File: config.mk
export PLATFORM = sky130hd
export DESIGN_NAME = sdes_block_ctrl
export DESIGN_NICKNAME = d
export VERILOG_FILES = /design/src/rtl/sdes_pkg.sv /design/src/rtl/sdes_fk.sv /design/src/rtl/sdes_block_ctrl.sv
export SDC_FILE = /design/constraint.sdc
export NUM_CORES = 1
export LEC_CHECK = 0
export ABC_CLOCK_PERIOD_IN_PS = 2600
export BUFFER_PORTS_ARGS = -buffer_cell sky130_fd_sc_hd__buf_2
export CAP_MARGIN = 20
export CORE_ASPECT_RATIO = 0.9
export CORE_MARGIN = 1
export CORE_UTILIZATION = 40
export CTS_CLUSTER_SIZE = 14
export DETAILED_ROUTE_END_ITERATION = 16
export GPL_ROUTABILITY_DRIVEN = 0
export PLACE_DENSITY = 0.69
export SLEW_MARGIN = 30
export SYNTH_ARGS = -nofsm -noshare
export SYNTH_HDL_FRONTEND = slang
export SYNTH_SLANG_ARGS = --single-unit
File: constraint.sdc
create_clock -name clk -period 2.6 [get_ports clk]
set_input_delay 0.39 -clock clk [delete_from_list [all_inputs] [get_ports clk]]
set_output_delay 0.39 -clock clk [all_outputs]
set_load 0.05 [all_outputs]
File: src/rtl/sdes_pkg.sv
// Shared S-DES definitions for the block controller: sequencer states, permutation and
// S-box tables, and the IP / IP^-1 / SW helpers.
package sdes_pkg;

   typedef enum logic [2:0] {
      StNoKey,
      StKeyGen,
      StReady,
      StR1,
      StR2,
      StDone
   } state_e;

   // Table entries are 1-based S-DES bit positions, position 1 being the MSB.
   localparam int IP_TBL     [8] = '{2, 6, 3, 1, 4, 8, 5, 7};
   localparam int IP_INV_TBL [8] = '{4, 1, 3, 5, 7, 2, 8, 6};
   localparam int EP_TBL     [8] = '{4, 1, 2, 3, 2, 3, 4, 1};
   localparam int P4_TBL     [4] = '{2, 4, 3, 1};

   // S-boxes indexed by {row, col} = {b1, b4, b2, b3} of the 4-bit input.
   localparam logic [1:0] S0_TBL [16] = '{
      2'd1, 2'd0, 2'd3, 2'd2,
      2'd3, 2'd2, 2'd1, 2'd0,
      2'd0, 2'd2, 2'd1, 2'd3,
      2'd3, 2'd1, 2'd3, 2'd2
   };
   localparam logic [1:0] S1_TBL [16] = '{
      2'd0, 2'd1, 2'd2, 2'd3,
      2'd2, 2'd0, 2'd1, 2'd3,
      2'd3, 2'd0, 2'd1, 2'd0,
      2'd2, 2'd1, 2'd0, 2'd3
   };

   function automatic logic [7:0] ip(input logic [7:0] x);
      logic [7:0] r;
      r = '0;
      for (int i = 0; i < 8; i++) r[7-i] = x[8-IP_TBL[i]];
      return r;
   endfunction

   function automatic logic [7:0] ip_inv(input logic [7:0] x);
      logic [7:0] r;
      r = '0;
      for (int i = 0; i < 8; i++) r[7-i] = x[8-IP_INV_TBL[i]];
      return r;
   endfunction

   function automatic logic [7:0] sw(input logic [7:0] x);
      return {x[3:0], x[7:4]};
   endfunction

endpackage

File: src/rtl/sdes_fk.sv
// S-DES round function fK: (L, R) -> (L xor F(R, K), R). Purely combinational.
module sdes_fk
   import sdes_pkg::*;
(
   input  logic [7:0] data,
   input  logic [7:0] key,
   output logic [7:0] result
);

   logic [7:0] ep;
   logic [7:0] mixed;
   logic [3:0] sbox;
   logic [3:0] p4;

   always_comb begin
      ep = '0;
      p4 = '0;
      for (int i = 0; i < 8; i++) ep[7-i] = data[4-EP_TBL[i]];
      mixed = ep ^ key;
      sbox  = {S0_TBL[{mixed[7], mixed[4], mixed[6], mixed[5]}],
               S1_TBL[{mixed[3], mixed[0], mixed[2], mixed[1]}]};
      for (int i = 0; i < 4; i++) p4[3-i] = sbox[4-P4_TBL[i]];
      result = {data[7:4] ^ p4, data[3:0]};
   end

endmodule

File: src/rtl/sdes_block_ctrl.sv
// S-DES sequencer: loads a key into the external key generator, latches K1/K2, then runs
// one block per four cycles. Define SDES_BLOCK_CNT_EN to add the blk_cnt completion counter.
module sdes_block_ctrl
   import sdes_pkg::*;
#(
   parameter int unsigned KEY_SETTLE = 2
) (
   input  logic       clk,
   input  logic       rst_n,
   input  logic       key_load,
   input  logic [9:0] key_in,
   output logic       key_ready,
   output logic [9:0] kg_key,
   output logic       kg_enable_n,
   input  logic [7:0] kg_k1,
   input  logic [7:0] kg_k2,
   input  logic       in_valid,
   output logic       in_ready,
   input  logic [7:0] in_data,
   input  logic       in_decrypt,
   output logic       out_valid,
   input  logic       out_ready,
   output logic [7:0] out_data
`ifdef SDES_BLOCK_CNT_EN
   ,
   output logic [15:0] blk_cnt
`endif
);

   state_e     state_q, state_d;
   logic [3:0] cnt_q, cnt_d;
   logic [9:0] kg_key_q, kg_key_d;
   logic [7:0] k1_q, k1_d, k2_q, k2_d;
   logic [7:0] ka_q, ka_d, kb_q, kb_d;
   logic [7:0] data_q, data_d;
   logic [7:0] out_data_q, out_data_d;
   logic       key_accept;
   logic [7:0] fk_key, fk_out;

   sdes_fk u_fk (
      .data   (data_q),
      .key    (fk_key),
      .result (fk_out)
   );

   always_comb begin
      state_d    = state_q;
      cnt_d      = cnt_q;
      kg_key_d   = kg_key_q;
      k1_d       = k1_q;
      k2_d       = k2_q;
      ka_d       = ka_q;
      kb_d       = kb_q;
      data_d     = data_q;
      out_data_d = out_data_q;
      key_accept = 1'b0;
      fk_key     = (state_q == StR1) ? ka_q : kb_q;

      unique case (state_q)
         StNoKey: key_accept = key_load;
         StKeyGen: begin
            if (cnt_q == 4'd1) begin
               k1_d    = kg_k1;
               k2_d    = kg_k2;
               state_d = StReady;
            end else begin
               cnt_d = cnt_q - 4'd1;
            end
         end
         StReady: begin
            // A key reload takes priority; in_ready is held low in that cycle.
            if (key_load) begin
               key_accept = 1'b1;
            end else if (in_valid) begin
               data_d  = ip(in_data);
               ka_d    = in_decrypt ? k2_q : k1_q;
               kb_d    = in_decrypt ? k1_q : k2_q;
               state_d = StR1;
            end
         end
         StR1: begin
            data_d  = sw(fk_out);
            state_d = StR2;
         end
         StR2: begin
            out_data_d = ip_inv(fk_out);
            state_d    = StDone;
         end
         StDone: if (out_ready) state_d = StReady;
         default: state_d = StNoKey;
      endcase

      if (key_accept) begin
         kg_key_d = key_in;
         cnt_d    = 4'(KEY_SETTLE);
         state_d  = StKeyGen;
      end
   end

   always_ff @(posedge clk or negedge rst_n) begin
      if (!rst_n) begin
         state_q    <= StNoKey;
         cnt_q      <= '0;
         kg_key_q   <= '0;
         k1_q       <= '0;
         k2_q       <= '0;
         ka_q       <= '0;
         kb_q       <= '0;
         data_q     <= '0;
         out_data_q <= '0;
      end else begin
         state_q    <= state_d;
         cnt_q      <= cnt_d;
         kg_key_q   <= kg_key_d;
         k1_q       <= k1_d;
         k2_q       <= k2_d;
         ka_q       <= ka_d;
         kb_q       <= kb_d;
         data_q     <= data_d;
         out_data_q <= out_data_d;
      end
   end

   assign kg_key      = kg_key_q;
   assign kg_enable_n = (state_q != StKeyGen);
   assign key_ready   = state_q inside {StReady, StR1, StR2, StDone};
   assign in_ready    = (state_q == StReady) && !key_load;
   assign out_valid   = (state_q == StDone);
   assign out_data    = out_data_q;

`ifdef SDES_BLOCK_CNT_EN
   logic [15:0] blk_cnt_q;

   always_ff @(posedge clk or negedge rst_n) begin
      if (!rst_n) begin
         blk_cnt_q <= '0;
      end else if (key_accept) begin
         blk_cnt_q <= '0;
      end else if (out_valid && out_ready && (blk_cnt_q != 16'hFFFF)) begin
         blk_cnt_q <= blk_cnt_q + 16'd1;
      end
   end

   assign blk_cnt = blk_cnt_q;
`endif

endmodule
==> run metrics <==
Worst Tran Pin Value=0.647 ns; sequential share of the synthesized area=48.4%; layout cells sized above 1=32.6%; crit path DAT=2.60 ns; chip height=89.0 um; Final Cycle Share=90.3%; LEAKAGE=1.86 nW; Syn Std Cell Area=3360 um^2; worst r2r path cells=6; initial core utilization=41.5%; vias per inst=5.20; Pins Over Slew Limit=0; ys async rst share=100%; Clk Latency, worst-skew pair=0.35 ns; CTS Root Cell=clkbuf_8; Tot GR Track Use=17.4%; highest routed layer=met4; initial drt markers=98; final worst slack=0.253 ns; CP endpoint kind=flip-flop; Mapped Avg Cell Area=10.7 um^2; # H-tree levels=3; post-synth cell types=46; die width=98.6 um; CTS max path bufs=2; PortBufs=61; vias post-DR=2505; Rows=31; Synth Register Bits=65; Post-synth EDFFs=0; cell count after synthesis=314; fin crit period=2.35 ns; Post-DP HPWL=4.94 mm; outcome=finished, final reports clean; routed length on met1=3.35 mm; final-report hold violation count=0; commonest non-fill, non-tap cell in the layout=dfrtp_1; pin count of the biggest net entering global routing=33; most frequent cells in the layout=dfrtp_1, buf_2, nand2_1; CP startpoint kind=flip-flop; Critical Path Fanout Max=9; die area=8780 um^2; Final Setup Violations=0; drt drc=0; antenna viol nets, final=0; peak supply drop=0.549 mV; number of global-route vias before repair=2462; CTS tree=built; P per Cell Area=1430 nW/um^2; prevailing post-synth register cell=dfrtp_1; clock skew=0.0108 ns; DP Worst Slack=0.138 ns; Syn Nets=358; slew margin rel.=55.7%; final wirelength=6.76 mm; DR WL met2=2.98 mm; max-cap violation count=0; kind of critical path=flip-flop to flip-flop; worst endpoint required time=2.86 ns; Reg clk slew, reported paths=0.09 ns; synth warn=0; setup TNS=0 ns; number of clock sinks=65; grt ovf=0; RSZ-0062 raised after global routing=no; met3 wire len=349 um; nets@finish=422; Hold/Removal Path Class=input port to async pin; Ports=62; CTS Buf Count=9; Highest Clock Rate=0.426 GHz; WL/cell=14.0 um; global-route wire length before repair=11.7 mm; initial antenna violation count=0; area grow syn2layout=19.4%; core footprint=8110 um^2; Pre-antenna DRT Iters=4; number of inserted diodes=0
-- per-layer routing --
layer	track usage (%)	up-vias
met3	5.32	11
met4	5.97	0
met1	22.6	1184
met2	28.0	75
met5	0	-
li1	-	1235
-- stage by stage --
stage	instance area, um^2	cells	util, %	hold slack [ns]	power [mW]
final	4010	482	49.5	0.0152	5.76
after global routing	4010	482	49.5	0.0512	6.20
after global placement	3800	466	46.9	0.404	4.76
after floorplan	3370	314	-	0.0944	4.19
after detailed placement	3800	466	46.9	0.415	4.87
after CTS	4010	482	49.5	0.0216	5.80
-- area by class of cell --
| type | instances | area, um^2 |
|---|---|---|
| fillers | 748 | 4090 |
| flip-flops and latches | 65 | 1630 |
| multi-input cells | 220 | 1620 |
| repair buffers | 74 | 403 |
| clock buffers | 9 | 124 |
| well taps | 99 | 124 |
| clock inverters | 7 | 85.1 |
| inverters | 8 | 30.0 |
-- kinds of logic after synthesis --
family                   Yosys count  synth area share [%]
AO/OA/AOI/OAI                     47                  8.67
XOR/XNOR                          14                  4.09
adder cells (fa/ha/maj)            4                  1.49
buffers and inverters             29                  4.06
flip-flops                        65                  48.4
multiplexers                      63                  19.8
AND/OR/NAND/NOR                   92                  13.5
-- worst max-delay path, stage by stage, from the launching register on --
cell and delay [ns]:
dfrtp_1 0.38, and3b_2 0.39, mux2i_1 0.27, xor2_1 0.44, mux2i_1 0.42, a221oi_1 0.14, nor3b_1 0.21
-- power by group --
group | switching (mW) | leakage, nW | internal (mW) | total (mW)
clock network | 0.443 | 0.100 | 0.462 | 0.905
logic | 1.82 | 0.974 | 1.13 | 2.95
registers | 0.387 | 0.782 | 1.51 | 1.90
total | 2.65 | 1.86 | 3.10 | 5.76
-- what timing repair did --
action	in CTS	in global routing
gates resized for setup	0	1
setup buffers	0	0
hold buffers	0	0
setup endpoints to repair	0	3
-- synthesized netlist by cell type, types with 2 or more instances --
library cell | n | area, um^2
mux2i_1 | 36 | 360
and2_1 | 2 | 12.5
nor3_1 | 3 | 15.0
or3_1 | 5 | 31.3
nand4_1 | 2 | 12.5
clkbuf_1 | 14 | 52.6
ha_1 | 4 | 50.1
dfrtp_1 | 65 | 1630
nor3b_1 | 3 | 22.5
xnor2_2 | 2 | 32.5
xnor2_1 | 7 | 61.3
o21ai_0 | 26 | 130
buf_6 | 2 | 22.5
and4_1 | 2 | 17.5
nand2_1 | 41 | 154
nand3_1 | 4 | 20.0
xor2_1 | 5 | 43.8
mux2_2 | 26 | 293
nand2b_1 | 6 | 37.5
a31oi_1 | 3 | 18.8
a21oi_1 | 3 | 15.0
inv_1 | 8 | 30.0
o211ai_1 | 2 | 15.0
a211oi_1 | 5 | 37.5
buf_4 | 3 | 22.5
nor2_1 | 15 | 56.3
-- flip-flops by register name, indices dropped and copies added, names as in the netlist --
signal and flops:
kg_key 10, data_q 8, k1_q 8, k2_q 8, ka_q 8, kb_q 8, out_data 8, cnt_q 4
state_q 3
-- worst paths after layout --
path                        startpoint     endpoint  slack (ns)
setup / recovery            state_q[2]    data_q[0]        0.25
hold reg to reg            out_data[1]  out_data[1]        0.47
setup reg to reg            state_q[2]    data_q[0]        0.25
max in group asynchronous        rst_n    data_q[6]        1.86
hold / removal                   rst_n      k1_q[7]        0.02
min in group clk              kg_k2[5]      k2_q[5]        0.26
Note: power is estimated with default switching activity, not from simulation.
